[config.mk]
export PLATFORM = sky130hd
export DESIGN_NAME = mprj_bus_arbiter
export DESIGN_NICKNAME = d
export VERILOG_FILES = /design/src/rtl/mprj_arb_pkg.sv /design/src/rtl/mprj_arb_watchdog.sv /design/src/rtl/mprj_bus_arbiter.sv
export SDC_FILE = /design/constraint.sdc
export NUM_CORES = 1
export LEC_CHECK = 0
export ABC_AREA = 1
export CAP_MARGIN = 10
export CORE_MARGIN = 8
export CORE_UTILIZATION = 42
export DETAILED_ROUTE_END_ITERATION = 12
export HOLD_SLACK_MARGIN = 0.05
export PLACE_DENSITY = 0.82
export SLEW_MARGIN = 20
export SYNTH_ARGS = -nofsm -noshare
export SYNTH_HDL_FRONTEND = slang
export SYNTH_HIERARCHICAL = 1
export SYNTH_SLANG_ARGS = --single-unit
[constraint.sdc]
create_clock -name wb_clk_i -period 2.6 [get_ports wb_clk_i]
set_input_delay 0.52 -clock wb_clk_i [delete_from_list [all_inputs] [get_ports wb_clk_i]]
set_output_delay 0.52 -clock wb_clk_i [all_outputs]
set_load 0.005 [all_outputs]
[src/rtl/mprj_arb_pkg.sv]
// mprj_arb_pkg: shared FSM/owner types and response constants for the bus arbiter
package mprj_arb_pkg;
    typedef enum logic [1:0] {IDLE, ISSUE, RESP} arb_state_t;
    typedef enum logic {OWN_WB, OWN_LA} owner_t;
    localparam logic [31:0] RDATA_TIMEOUT = 32'hFFFF_FFFF;
    localparam logic [31:0] RDATA_MISS = 32'h0;
endpackage

[src/rtl/mprj_arb_watchdog.sv]
// mprj_arb_watchdog: counts cycles spent waiting on the target and flags expiry
module mprj_arb_watchdog #(
    parameter int TIMEOUT = 255
) (
    input  logic clk,
    input  logic rst,
    input  logic clr,
    input  logic en,
    output logic expired
);
    localparam int CW = (TIMEOUT < 1) ? 1 : $clog2(TIMEOUT + 1);
    logic [CW-1:0] cnt;
    assign expired = en && (cnt == CW'(TIMEOUT));
    // wait counter: zero outside the wait window, saturates at expiry
    always_ff @(posedge clk) begin
        if (rst || clr)
            cnt <= '0;
        else if (en && !expired)
            cnt <= cnt + 1'b1;
    end
endmodule

[src/rtl/mprj_bus_arbiter.sv]
// mprj_bus_arbiter: decodes, round-robin arbitrates and watchdogs WB/LA access to one register target
module mprj_bus_arbiter
    import mprj_arb_pkg::*;
#(
    parameter logic [31:0] BASE_ADDR = 32'h3000_0000,
    parameter logic [31:0] BASE_MASK = 32'hFFF0_0000,
    parameter int          ADDR_W    = 16,
    parameter int          TIMEOUT   = 255
) (
    input  logic              wb_clk_i,
    input  logic              wb_rst_i,
    input  logic              wbs_cyc_i,
    input  logic              wbs_stb_i,
    input  logic              wbs_we_i,
    input  logic [3:0]        wbs_sel_i,
    input  logic [31:0]       wbs_adr_i,
    input  logic [31:0]       wbs_dat_i,
    output logic [31:0]       wbs_dat_o,
    output logic              wbs_ack_o,
    input  logic              la_req,
    input  logic              la_we,
    input  logic [ADDR_W-1:0] la_adr,
    input  logic [31:0]       la_wdata,
    output logic [31:0]       la_rdata,
    output logic              la_done,
    output logic              tgt_req,
    output logic              tgt_we,
    output logic [3:0]        tgt_sel,
    output logic [ADDR_W-1:0] tgt_adr,
    output logic [31:0]       tgt_wdata,
    input  logic [31:0]       tgt_rdata,
    input  logic              tgt_ack,
    input  logic              irq_clr,
    output logic              timeout_irq
);
    arb_state_t  state;
    owner_t      owner, last_grant;
    logic        la_armed, expired;
    logic        wb_pend, wb_hit, la_pend, wb_miss, grant_wb, grant_la;
    logic [31:0] resp_data;

    mprj_arb_watchdog #(.TIMEOUT(TIMEOUT)) u_wdog (
        .clk     (wb_clk_i),
        .rst     (wb_rst_i),
        .clr     (state != ISSUE),
        .en      (state == ISSUE),
        .expired (expired)
    );

    // request decode and round-robin grant; a WB miss is answered locally without a grant
    always_comb begin
        wb_pend   = wbs_cyc_i & wbs_stb_i;
        wb_hit    = (wbs_adr_i & BASE_MASK) == BASE_ADDR;
        la_pend   = la_req & la_armed;
        wb_miss   = (state == IDLE) & wb_pend & ~wb_hit;
        grant_wb  = (state == IDLE) & wb_pend & wb_hit & (~la_pend | (last_grant == OWN_LA));
        grant_la  = (state == IDLE) & la_pend & (~wb_pend | (wb_hit & (last_grant == OWN_WB)));
        resp_data = ~tgt_ack ? RDATA_TIMEOUT : tgt_we ? 32'h0 : tgt_rdata;
    end

    // transaction FSM with all outputs registered; response pulses live only in RESP
    always_ff @(posedge wb_clk_i) begin
        if (wb_rst_i) begin
            state       <= IDLE;
            owner       <= OWN_WB;
            last_grant  <= OWN_LA;
            la_armed    <= 1'b0;
            wbs_ack_o   <= 1'b0;
            wbs_dat_o   <= '0;
            la_done     <= 1'b0;
            la_rdata    <= '0;
            tgt_req     <= 1'b0;
            tgt_we      <= 1'b0;
            tgt_sel     <= '0;
            tgt_adr     <= '0;
            tgt_wdata   <= '0;
            timeout_irq <= 1'b0;
        end else begin
            wbs_ack_o   <= 1'b0;
            la_done     <= 1'b0;
            la_armed    <= grant_la ? 1'b0 : (la_armed | ~la_req);
            timeout_irq <= ((state == ISSUE) & expired & ~tgt_ack) | (timeout_irq & ~irq_clr);
            case (state)
                IDLE: begin
                    if (wb_miss) begin
                        owner     <= OWN_WB;
                        wbs_ack_o <= 1'b1;
                        wbs_dat_o <= RDATA_MISS;
                        state     <= RESP;
                    end else if (grant_wb || grant_la) begin
                        owner      <= grant_wb ? OWN_WB : OWN_LA;
                        last_grant <= grant_wb ? OWN_WB : OWN_LA;
                        tgt_req    <= 1'b1;
                        tgt_we     <= grant_wb ? wbs_we_i : la_we;
                        tgt_sel    <= grant_wb ? wbs_sel_i : 4'hF;
                        tgt_adr    <= grant_wb ? wbs_adr_i[ADDR_W-1:0] : la_adr;
                        tgt_wdata  <= grant_wb ? wbs_dat_i : la_wdata;
                        state      <= ISSUE;
                    end
                end
                ISSUE: begin
                    if (tgt_ack || expired) begin
                        tgt_req   <= 1'b0;
                        wbs_ack_o <= owner == OWN_WB;
                        la_done   <= owner == OWN_LA;
                        if (owner == OWN_WB)
                            wbs_dat_o <= resp_data;
                        else
                            la_rdata <= resp_data;
                        state <= RESP;
                    end
                end
                default: state <= IDLE;
            endcase
        end
    end
endmodule

# Yosys cells after proc, flatten, opt, wreduce, memory -nomap -nowiden
# Index checks and enable logic that the tools add are counted.
dict set report totals {
  in_bits 157
  regBits 134
  output_inout_bits 121
}
dict set report op_classes {
  muxes 24
  reduce_logical 17
  eq_ne 10
  add_sub_neg 1
  bitwise 27
}
# operator count
set op_table {}
lappend op_table {{$mux 32} 6}
lappend op_table {{$pmux 32 s2} 1}
lappend op_table {{$mux 16} 1}
lappend op_table {{$and 1x1->1} 12}
lappend op_table {{$eq 12x10->1 const B} 1}
lappend op_table {{$not 1->1} 11}
lappend op_table {{$mux 1} 9}
lappend op_table {{$add 8x1->8 const B} 1}
lappend op_table {{$eq 8x8->1 const B} 1}
lappend op_table {{$ne 2x2->1 const B} 4}
lappend op_table {{$reduce_and 4->1} 2}
lappend op_table {{$mux 2} 3}
lappend op_table {{$reduce_and 3->1} 2}
lappend op_table {{$mux 4} 1}
lappend op_table {{$ne 2x1->1 const B} 2}
lappend op_table {{$or 1x1->1} 4}
lappend op_table {{$pmux 1 s2} 2}
lappend op_table {{$pmux 2 s2} 1}
lappend op_table {{$reduce_and 2->1} 2}
lappend op_table {{$reduce_bool 2->1} 2}
lappend op_table {{$logic_or 1x1->1} 3}
lappend op_table {{$ne 3x2->1 const B} 1}
lappend op_table {{$reduce_or 3->1} 1}
lappend op_table {{$eq 2x1->1 const B} 1}
lappend op_table {{other kinds (4)} 5}

# Longest topological paths before layout
# Gate-level depths: netlist of run 1.
dict set report depth {
  depth_word 8
  depth_mapped 12
}

# Hierarchy
# Netlist of run 1, hierarchy kept.
# mod area_each_um2 seq_area_each_um2 cells_each instances
set modules_own_cells {}
lappend modules_own_cells {mprj_bus_arbiter 5495.3 2522.4 814 1}
lappend modules_own_cells {mprj_arb_watchdog 461.7 160.2 67 1}

# Worst setup path after synthesis of run 1
# OpenSTA, ideal clock, no wires.
dict set report synth_path {
  path_kind {register -> register}
  from {register state[0]}
  to {register la_rdata[2]}
  period_less_slack_ns 1.909
  stages_incl_launch_ff 13
  path_buffers 2
  setup_slack_ns 0.691
  t_arrival_ns 1.845
  required_ns 2.535
  path_cell_list {dfxtp_1 > inv_1 > nor2_2 > buf_2 > nand3_1 > nor4_1 > nor2_1 > inv_1 > nand3_1 > inv_1 > buf_2 > nor2_1 > nor2_1}
}
dict set report synth_via {
  elab_chain_cells 4
}
# item line
set synth_rtl {}
lappend synth_rtl {{from (decl)} mprj_bus_arbiter.sv:36} ;# arb_state_t state;
lappend synth_rtl {{from (signal assigned)} mprj_bus_arbiter.sv:64} ;# state <= IDLE;
lappend synth_rtl {{from (signal assigned)} mprj_bus_arbiter.sv:89} ;# state <= RESP;
lappend synth_rtl {{from (signal assigned)} mprj_bus_arbiter.sv:98} ;# state <= ISSUE;
lappend synth_rtl {{$eq 2x1->1} mprj_bus_arbiter.sv:46} ;# .en (state == ISSUE),
lappend synth_rtl {{$logic_and 1x1->1} mprj_arb_watchdog.sv:13} ;# assign expired = en && (cnt == CW'(TIMEOUT));
lappend synth_rtl {{net expired} mprj_bus_arbiter.sv:38} ;# logic la_armed, expired;
lappend synth_rtl {{$logic_or 1x1->1} mprj_bus_arbiter.sv:102} ;# if (tgt_ack || expired) begin
lappend synth_rtl {{$reduce_and 3->1 (no line)} n/a}
lappend synth_rtl {{to (signal assigned)} mprj_bus_arbiter.sv:109} ;# la_rdata <= resp_data;
lappend synth_rtl {{to (decl)} mprj_bus_arbiter.sv:24} ;# output logic [31:0] la_rdata,
# The timed path passes the listed nets, and every way through them passes these cells.
# A chain may end at the register's enable or synchronous reset.

# Final worst setup path of run 1
dict set report layout_path {
  from {register u_wdog.cnt[0]}
  to {register la_rdata[28]}
}
dict set report layout_via {
  elab_chain_cells 4
}
# item line
set layout_rtl {}
lappend layout_rtl {{from (decl)} mprj_arb_watchdog.sv:12} ;# logic [CW-1:0] cnt;
lappend layout_rtl {{from (signal assigned)} mprj_arb_watchdog.sv:19} ;# cnt <= cnt + 1'b1;
lappend layout_rtl {{$eq 8x8->1} mprj_arb_watchdog.sv:13}
lappend layout_rtl {{$logic_and 1x1->1} mprj_arb_watchdog.sv:13}
lappend layout_rtl {{net expired} mprj_bus_arbiter.sv:38}
lappend layout_rtl {{$logic_or 1x1->1} mprj_bus_arbiter.sv:102}
lappend layout_rtl {{$reduce_and 3->1 (no line)} n/a}
# The timed path passes the listed nets, and every way through them passes these cells.

==> results of run 1 <==
## routing by layer
metal  vias up  part of all wire, %  GRT usage (%)
met5         -                    0              0
met3        30                   12           9.77
met4         0                  1.9           8.33
met1      2882                   38           23.0
li1       3312                    -              -
met2       260                   48           36.1
## synthesized netlist by cell type, drive strengths merged
cell,n
nand2,193
ha,1
nand3b,2
buf,34
nand4,2
a21oi,43
nor4,2
o211ai,1
dfxtp,134
nand3,106
nor3,5
o21ai,73
inv,58
clkbuf,26
nor2,201
## worst reg2reg max path, delay by kind of cell, from the launching register on
family          cells  cell delay, ns
compound gates      1            0.26
fa+ha+maj           1            0.23
buf+inv             2            0.35
flops               1            0.37
simple gates        5            0.83
## cell families (layout without fill, tap and decap cells)
kind of cell	Yosys count	count (layout)	synth area share, %
and+or+nand+nor	511	511	36.0
DFF	134	134	45.0
buffers and inverters	118	386	8.93
AOI/OAI and AO/OA	117	117	9.87
adders and majority gates	1	1	0.210
other	0	1	0
## worst paths after layout
| check | endpoint | cells after the start | slack [ns] |
|---|---|---|---|
| setup reg to reg | la_rdata[28] | 9 | 0.44 |
| hold / removal | wbs_dat_o[17] | 2 | 0.46 |
| hold reg to reg | wbs_dat_o[17] | 2 | 0.46 |
| setup / recovery | la_rdata[28] | 9 | 0.44 |
## registers in the layout, indices dropped and copies added, names as in the netlist
name and flops:
timeout_irq 1, la_done 1, tgt_we 1, tgt_sel 4, tgt_wdata 32, owner 1
la_rdata 32, la_armed 1, state 2, wbs_dat_o 32, tgt_adr 16, tgt_req 1
u_wdog/cnt 8, wbs_ack_o 1, last_grant 1
## stage by stage
| step | hold WS (ns) | cell area [µm²] |
|---|---|---|
| 2_1_floorplan | 0.445 | 5960 |
| 3_3_place_gp | 0.442 | 8850 |
| 3_5_place_dp | 0.452 | 8850 |
| 4_1_cts | 0.461 | 9570 |
| 5_1_grt | 0.473 | 9570 |
| 6_report | 0.459 | 9570 |
## final cells by class
type,count,area [µm²]
Tap cell,180,225
Multi-Input combinational cell,629,2750
Timing Repair Buffer,297,2970
Fill cell,1205,4310
Antenna cell,1,2.50
Clock inverter,12,273
Inverter,58,218
Clock buffer,19,453
Sequential cell,134,2680
## where the power goes
part           internal [µW]  switching, µW  leakage, µW
clock                   2040            896     0.000345
combinational            416            301      0.00239
sequential              2120           34.1      0.00109
==> flow_summary.toml, run 1 <==
[route]
drt-total-wl_mm = 20.1
dr.pass1.iters = 4
vias = 6484
drtIter0Drc = 368
drt-wirelength-per-cell_um = 15.1
drt-vias-per-instance = 4.88
antenna_left = 0
drc_errors = 0

[final_layout]
final_util_pct = 69.0
layout.nets = 1295
stdcell_count = 1330
final_layout_size_suffix_gt1_share_pct = 6.44
layout_commonest_cell = "clkdlybuf4s50_1"
syn2layout_area_growth_pct = 60.7
layout_common_cells = "clkdlybuf4s50_1, nor2_1, nand2_1"

[floorplan]
rows = 43
die_height_um = 135
ios = 278
die_w_um = 135
die_area_um2 = 18300
core_um2 = 13900
start_util_pct = 42.9

[synth]
postSynthCellCount = 881
ys_seq_area_share_pct = 45.0
postSynthAreaPerCell_um2 = 6.76
ys_ff_latch = 134
netlist_area_um2 = 5960
synth_area_leaders = "dfxtp_1, nor2_1, nand2_1, nand3_1, o21ai_0"
netlist.area_leader.share_pct = 45.0
synthDistinctLibCells = 27
synth_top_cell_by_area = "dfxtp_1"
syn_nets = 1039
synth_warnings = 6

[placed_design]
dpl_worst_slack_ns = 0.216
gp_congestion = 0.820
port_buffers = 273
dpl.hpwl_mm = 14.6
dp_cells = 1298

[power]
irDropWorstVdd_mv = 0.429
total_power_uw = 5810
p_leak_uw = 0.00382
power_density_nw_per_um2 = 607

[cts]
clockBufferDepth = 2
post_cts.repair.setup_buffers = 0
cts-resized-gates = 0
path_clk_slew_ns = 0.06
cts_buffers = 17
ctsHoldBuffers = 0
htree_num_levels = 4
clock_latency_ns = 0.42
cts_sinks = 134
cts_tree = "yes"
cts-root-buf = "clkbuf_16"

[critical_path]
worstPathMaxFanout = 26
path_class = "reg2reg"
worstPathCellList = "ha_1 > nand3_1 > nor4_1 > nor2_1 > inv_1 > nand3_1 > buf_4 > o21ai_0 > nor2_1"
cp_top_family = "simple AND/OR/NAND/NOR gates"
required_ns = 2.89
path_buf_inv = 2
critPathArrivalTime_ns = 2.45
cp_slowest_cell = "dfxtp_1"
end_kind = "flip-flop"
cpPeakStageDelay_ns = 0.37
r2r-start = "u_wdog/cnt[0]"
worst_setup_path_start_kind = "flip-flop"
startpoint = "u_wdog/cnt[0]"

[timing]
slew_violations = 0
fin_crit_ns = 2.16
worst_slack_ns = 0.445
skew_ns = 0.0139
max_freq_mhz = 464
final_hold_viol_count = 0
max_slew_margin_pct = 60.0
min_period_over_period_pct = 82.9
rsz0062_at_grt = "no"
tightest_slew_ns = 0.599
setup_tns_ns = 0
setup_violations = 0

[global_route]
grt_usage_pct = 21.5
grt_remaining_overflow = 0
grt_pass1_vias = 6222
grt_pass1_wl_mm = 31.2
grt_max_degree = 42
antenna_found_initial = 1

[hold_path]
hold_start = "wbs_dat_o[17]"
hp-class = "reg2reg"

[outcome]
status = "finished clean"

[job]
maxCapViolCount = 0
(Power assumes the default switching activity.)
==> run 2: changes to the inputs <==
clock period = 2.1 ns   (was 2.6 ns; I/O delays follow)
==> flow_summary.toml, run 2 (synthesis results as in run 1) <==
[hold_path]
hp-class = "in2reg"
hold_start = "wb_rst_i"

[power]
p_sw_uw = 1470
p_leak_uw = 0.00387
p_comb_share_pct = 14.0
clkPwrFrac_pct = 45.2
power_density_nw_per_um2 = 678
pwr-share-seq_pct = 40.8
total_power_uw = 6540
irDropWorstVdd_mv = 0.544
p_sw_share_pct = 22.5
p_int_uw = 5070

[job]
maxCapViolCount = 0

[final_layout]
final_layout_size_suffix_gt1_share_pct = 7.49
syn2layout_area_growth_pct = 61.9
multiInputGateArea_um2 = 2760
seq_area_um2 = 2680
fill_cells = 1197
top_regs = "la_rdata: 32 flops, tgt_wdata: 32 flops, wbs_dat_o: 32 flops"
layout_common_cells = "clkdlybuf4s50_1, nor2_1, nand2_1"
stdcell_count = 1342
layout_commonest_cell = "clkdlybuf4s50_1"
layout.nets = 1308

[timing]
setup_violations = 0
setup_tns_ns = 0
slew_violations = 0
final_hold_viol_count = 0
rsz0062_at_grt = "no"
fin_hold_ws_ns = 0.347
skew_ns = 0.00862
max_freq_mhz = 531
fin_crit_ns = 1.88
max_slew_margin_pct = 73.9
tightest_slew_ns = 0.392
min_period_over_period_pct = 89.6

[route]
vias = 6591
drt-vias-per-instance = 4.91
drtIter0Drc = 408
dr.pass1.iters = 5
drt-total-wl_mm = 20.1
drc_errors = 0
antenna_left = 0
drt-wirelength-per-cell_um = 15.0

[global_route]
grt_max_degree = 62
grt_remaining_overflow = 0
grt_pass1_wl_mm = 31.5
antenna_found_initial = 1
grt_pass1_vias = 6221
grt_usage_pct = 21.6

[critical_path]
required_ns = 2.38
worstPathMaxFanout = 33
cpPeakStageDelay_ns = 0.36
path_buf_inv = 1
end_kind = "flip-flop"
critPathArrivalTime_ns = 2.17
path_class = "reg2reg"
r2r-start = "u_wdog/cnt[1]"
cp_slowest_cell = "dfxtp_1"
cp_top_family = "simple AND/OR/NAND/NOR gates"
worst_setup_path_start_kind = "flip-flop"
worstPathCellList = "ha_1 > nand3_1 > nor4_2 > nor2_1 > nor3_4 > nor2_2 > buf_12 > nand2_1 > a21oi_1"
startpoint = "u_wdog/cnt[1]"

[placed_design]
gp_congestion = 0.816
port_buffers = 273
dpl.hpwl_mm = 14.8
dp_cells = 1311

[cts]
clockBufferDepth = 2
path_clk_slew_ns = 0.06
post_cts.repair.setup_buffers = 0
cts_buffers = 17
cts-root-buf = "clkbuf_16"
htree_num_levels = 4
clock_latency_ns = 0.42
cts_sinks = 134
cts_tree = "yes"

[floorplan]
core_um2 = 13900
start_util_pct = 42.9
die_w_um = 135
die_area_um2 = 18300
die_height_um = 135
rows = 43
ios = 278

[outcome]
status = "finished clean"
## run 2: cell count changes in the layout (fill, tap and decap cells not counted)
cell       change
buf_4          +5
nor4_2         +1
clkbuf_1       +1
bufinv_16      -5
nor4_1         -1
o21ai_0        -2
o21ai_1        +1
o21ai_2        +1
clkinv_4       -2
clkinv_2       +5
buf_12         +8
## run 2: metrics by stage
stage / util, % / worst slack (ns) / instance area, µm²
2_1_floorplan: - / 0.191 / 5960
3_3_place_gp: 65.1 / -0.127 / 9030
3_5_place_dp: 65.1 / -0.153 / 9030
4_1_cts: 69.3 / 0.00376 / 9620
5_1_grt: 69.5 / 0.00552 / 9640
6_report: 69.5 / 0.218 / 9640
## run 2: per-layer routing
layer	GRT usage [%]	wire length [µm]	vias up
li1	-	-	3337
met1	23.8	7630	2959
met2	35.4	9660	269
met3	10.0	2390	26
met4	8.70	416	0
met5	0	0	-
## run 2: worst paths after layout
kind | endpoint | slack, ns | cells after the start
min | timeout_irq | 0.35 | 2
min reg2reg | wbs_dat_o[3] | 0.46 | 2
max | wbs_dat_o[31] | 0.22 | 9
max reg2reg | wbs_dat_o[31] | 0.22 | 9
## run 2: worst reg2reg max path, cell delays in order, from the launching register on
cell     delay, ns
dfxtp_1       0.36
ha_1          0.17
nand3_1       0.15
nor4_2        0.22
nor2_1        0.16
nor3_4        0.28
nor2_2        0.09
buf_12        0.18
nand2_1       0.09
a21oi_1       0.06
## run 2: power groups by stage
stage	registers (µW)	logic, µW	clock network, µW
after floorplan	2730	334	0
after global placement	2720	907	0
after detailed placement	2730	915	0
after CTS	2670	922	3010
after global routing	2680	1010	3120
final	2670	914	2960
## run 2: final cells by class
| class | instances | area share, % |
|---|---|---|
| tap | 180 | 2.34 |
| clock inverter | 10 | 1.35 |
| sequential | 134 | 27.8 |
| timing repair buffer | 310 | 32.9 |
| multi-input combinational | 629 | 28.6 |
| antenna | 1 | 0.0260 |
| clock buffer | 20 | 4.74 |
| inverter | 58 | 2.26 |
## run 2: repair_timing
action,in CTS,in global routing
setup endpoints to repair,0,64
resized for setup,0,7
hold buffers,0,0
==> run 3: changes to the inputs <==
CORE_UTILIZATION = 43   (was 42)
CTS_BUF_LIST = sky130_fd_sc_hd__clkbuf_4 sky130_fd_sc_hd__clkbuf_8   (was unset)
PLACE_DENSITY = 0.83   (was 0.82)
SKIP_LAST_GASP = 1   (was unset)
==> flow_summary.toml, run 3 (synthesis results as in run 1) <==
[placed_design]
dpl.hpwl_mm = 14.4
gp_congestion = 0.848
dp_cells = 1304
port_buffers = 273

[critical_path]
critPathArrivalTime_ns = 2.25
cp_slowest_cell = "dfxtp_2"
end_kind = "flip-flop"
worst_setup_path_start_kind = "flip-flop"
path_class = "reg2reg"
worstPathCellList = "ha_4 > nand3_2 > nor4_4 > nor2_1 > buf_4 > nor3_4 > buf_4 > clkbuf_16 > nand2_1 > a21oi_1"
worstPathMaxFanout = 16
cpPeakStageDelay_ns = 0.37
required_ns = 2.47
cpMostUsedCell = "buf_4"

[route]
drt-vias-per-instance = 4.90
dr.pass1.iters = 6
vias = 6571
antenna_left = 0
drt-total-wl_mm = 20.3
drc_errors = 0
drt-wirelength-per-cell_um = 15.2
drtIter0Drc = 302

[final_layout]
layout_common_cells = "clkdlybuf4s50_1, nor2_1, nand2_1"
syn2layout_area_growth_pct = 58.3
final_layout_size_suffix_gt1_share_pct = 7.84
top_regs = "la_rdata: 32 flops, tgt_wdata: 32 flops, wbs_dat_o: 32 flops"
layout_commonest_cell = "clkdlybuf4s50_1"
layout.nets = 1305
num_antenna_cells = 0
stdcell_count = 1340

[power]
total_power_uw = 5640
power_density_nw_per_um2 = 598
p_leak_uw = 0.00376
irDropWorstVdd_mv = 0.308

[floorplan]
rows = 43
die_area_um2 = 17900
die_w_um = 134
ios = 278
start_util_pct = 43.4
die_height_um = 134
core_um2 = 13700

[global_route]
grt_usage_pct = 21.6
grt_remaining_overflow = 0
antenna_found_initial = 1
grt_pass1_vias = 6159
grt_pass1_wl_mm = 31.1
grt_max_degree = 64

[timing]
skew_ns = 0.0139
slew_violations = 0
rsz0062_at_grt = "no"
max_slew_margin_pct = 73.1
final_hold_viol_count = 0
setup_violations = 0
fin_crit_ns = 1.88
max_freq_mhz = 532
tightest_slew_ns = 0.404
min_period_over_period_pct = 89.5

[cts]
cts_sinks = 134
clockBufferDepth = 2
clock_latency_ns = 0.44
cts_tree = "yes"
cts-root-buf = "clkbuf_8"
ctsHoldBuffers = 0
htree_num_levels = 4
path_clk_slew_ns = 0.08
cts_buffers = 17

[hold_path]
hp-class = "in2reg"

[outcome]
status = "finished clean"

[job]
maxCapViolCount = 0
run 3: what timing repair did:
| item | in CTS | in global routing |
|---|---|---|
| setup buffers | 0 | 2 |
| setup endpoints to repair | 0 | 65 |
| gates resized for setup | 0 | 8 |
run 3: cell type report:
| class | instances | area, µm² |
|---|---|---|
| Multi-Input combinational cell | 629 | 2780 |
| Fill cell | 1185 | 4290 |
| Timing Repair Buffer | 307 | 3130 |
| Clock buffer | 19 | 262 |
| Inverter | 58 | 221 |
| Tap cell | 180 | 225 |
| Sequential cell | 134 | 2690 |
| Clock inverter | 13 | 123 |
run 3: routing by layer:
layer	routed length (µm)	up-vias	global-route usage [%]
met1	7720	2938	23.7
met4	337	2	7.67
met5	12	-	0
li1	-	3328	-
met3	2470	24	9.83
met2	9790	279	36.0
run 3: report_power, final:
part           switching [µW]  internal (µW)  leakage, µW
Sequential               42.3           2620      0.00109
Clock                    1060           1010     0.000197
Combinational             376            525      0.00248
Total                    1480           4160      0.00376
run 3: worst paths after layout:
check | from | to | slack, ns | cells after the start
worst min register to register | tgt_req | tgt_req | 0.45 | 2
worst max-delay path | u_wdog/cnt[1] | wbs_dat_o[0] | 0.22 | 10
worst min-delay path | wb_rst_i | state[1] | 0.41 | 2
worst max register to register | u_wdog/cnt[1] | wbs_dat_o[0] | 0.22 | 10
run 3: critical path, delay by kind of cell (launching register included):
kind / cells / cell delay (ns)
buffers and inverters: 3 / 0.48
adder cells (fa/ha/maj): 1 / 0.16
AO/OA/AOI/OAI: 1 / 0.14
flip-flops: 1 / 0.37
AND/OR/NAND/NOR: 5 / 0.67
run 3: stage by stage:
stage | area (µm²) | hold WS (ns) | setup WS [ns] | utilization [%] | setup TNS, ns
global placement | 8940 | 0.438 | -0.260 | 65.2 | -15.69
global route | 9430 | 0.392 | 0.0375 | 68.7 | 0
floorplan | 5960 | 0.445 | 0.191 | - | 0
finish | 9430 | 0.405 | 0.220 | 68.7 | 0
CTS | 9330 | 0.370 | 0.0383 | 68.0 | 0
detailed placement | 8940 | 0.447 | -0.250 | 65.2 | -15.55
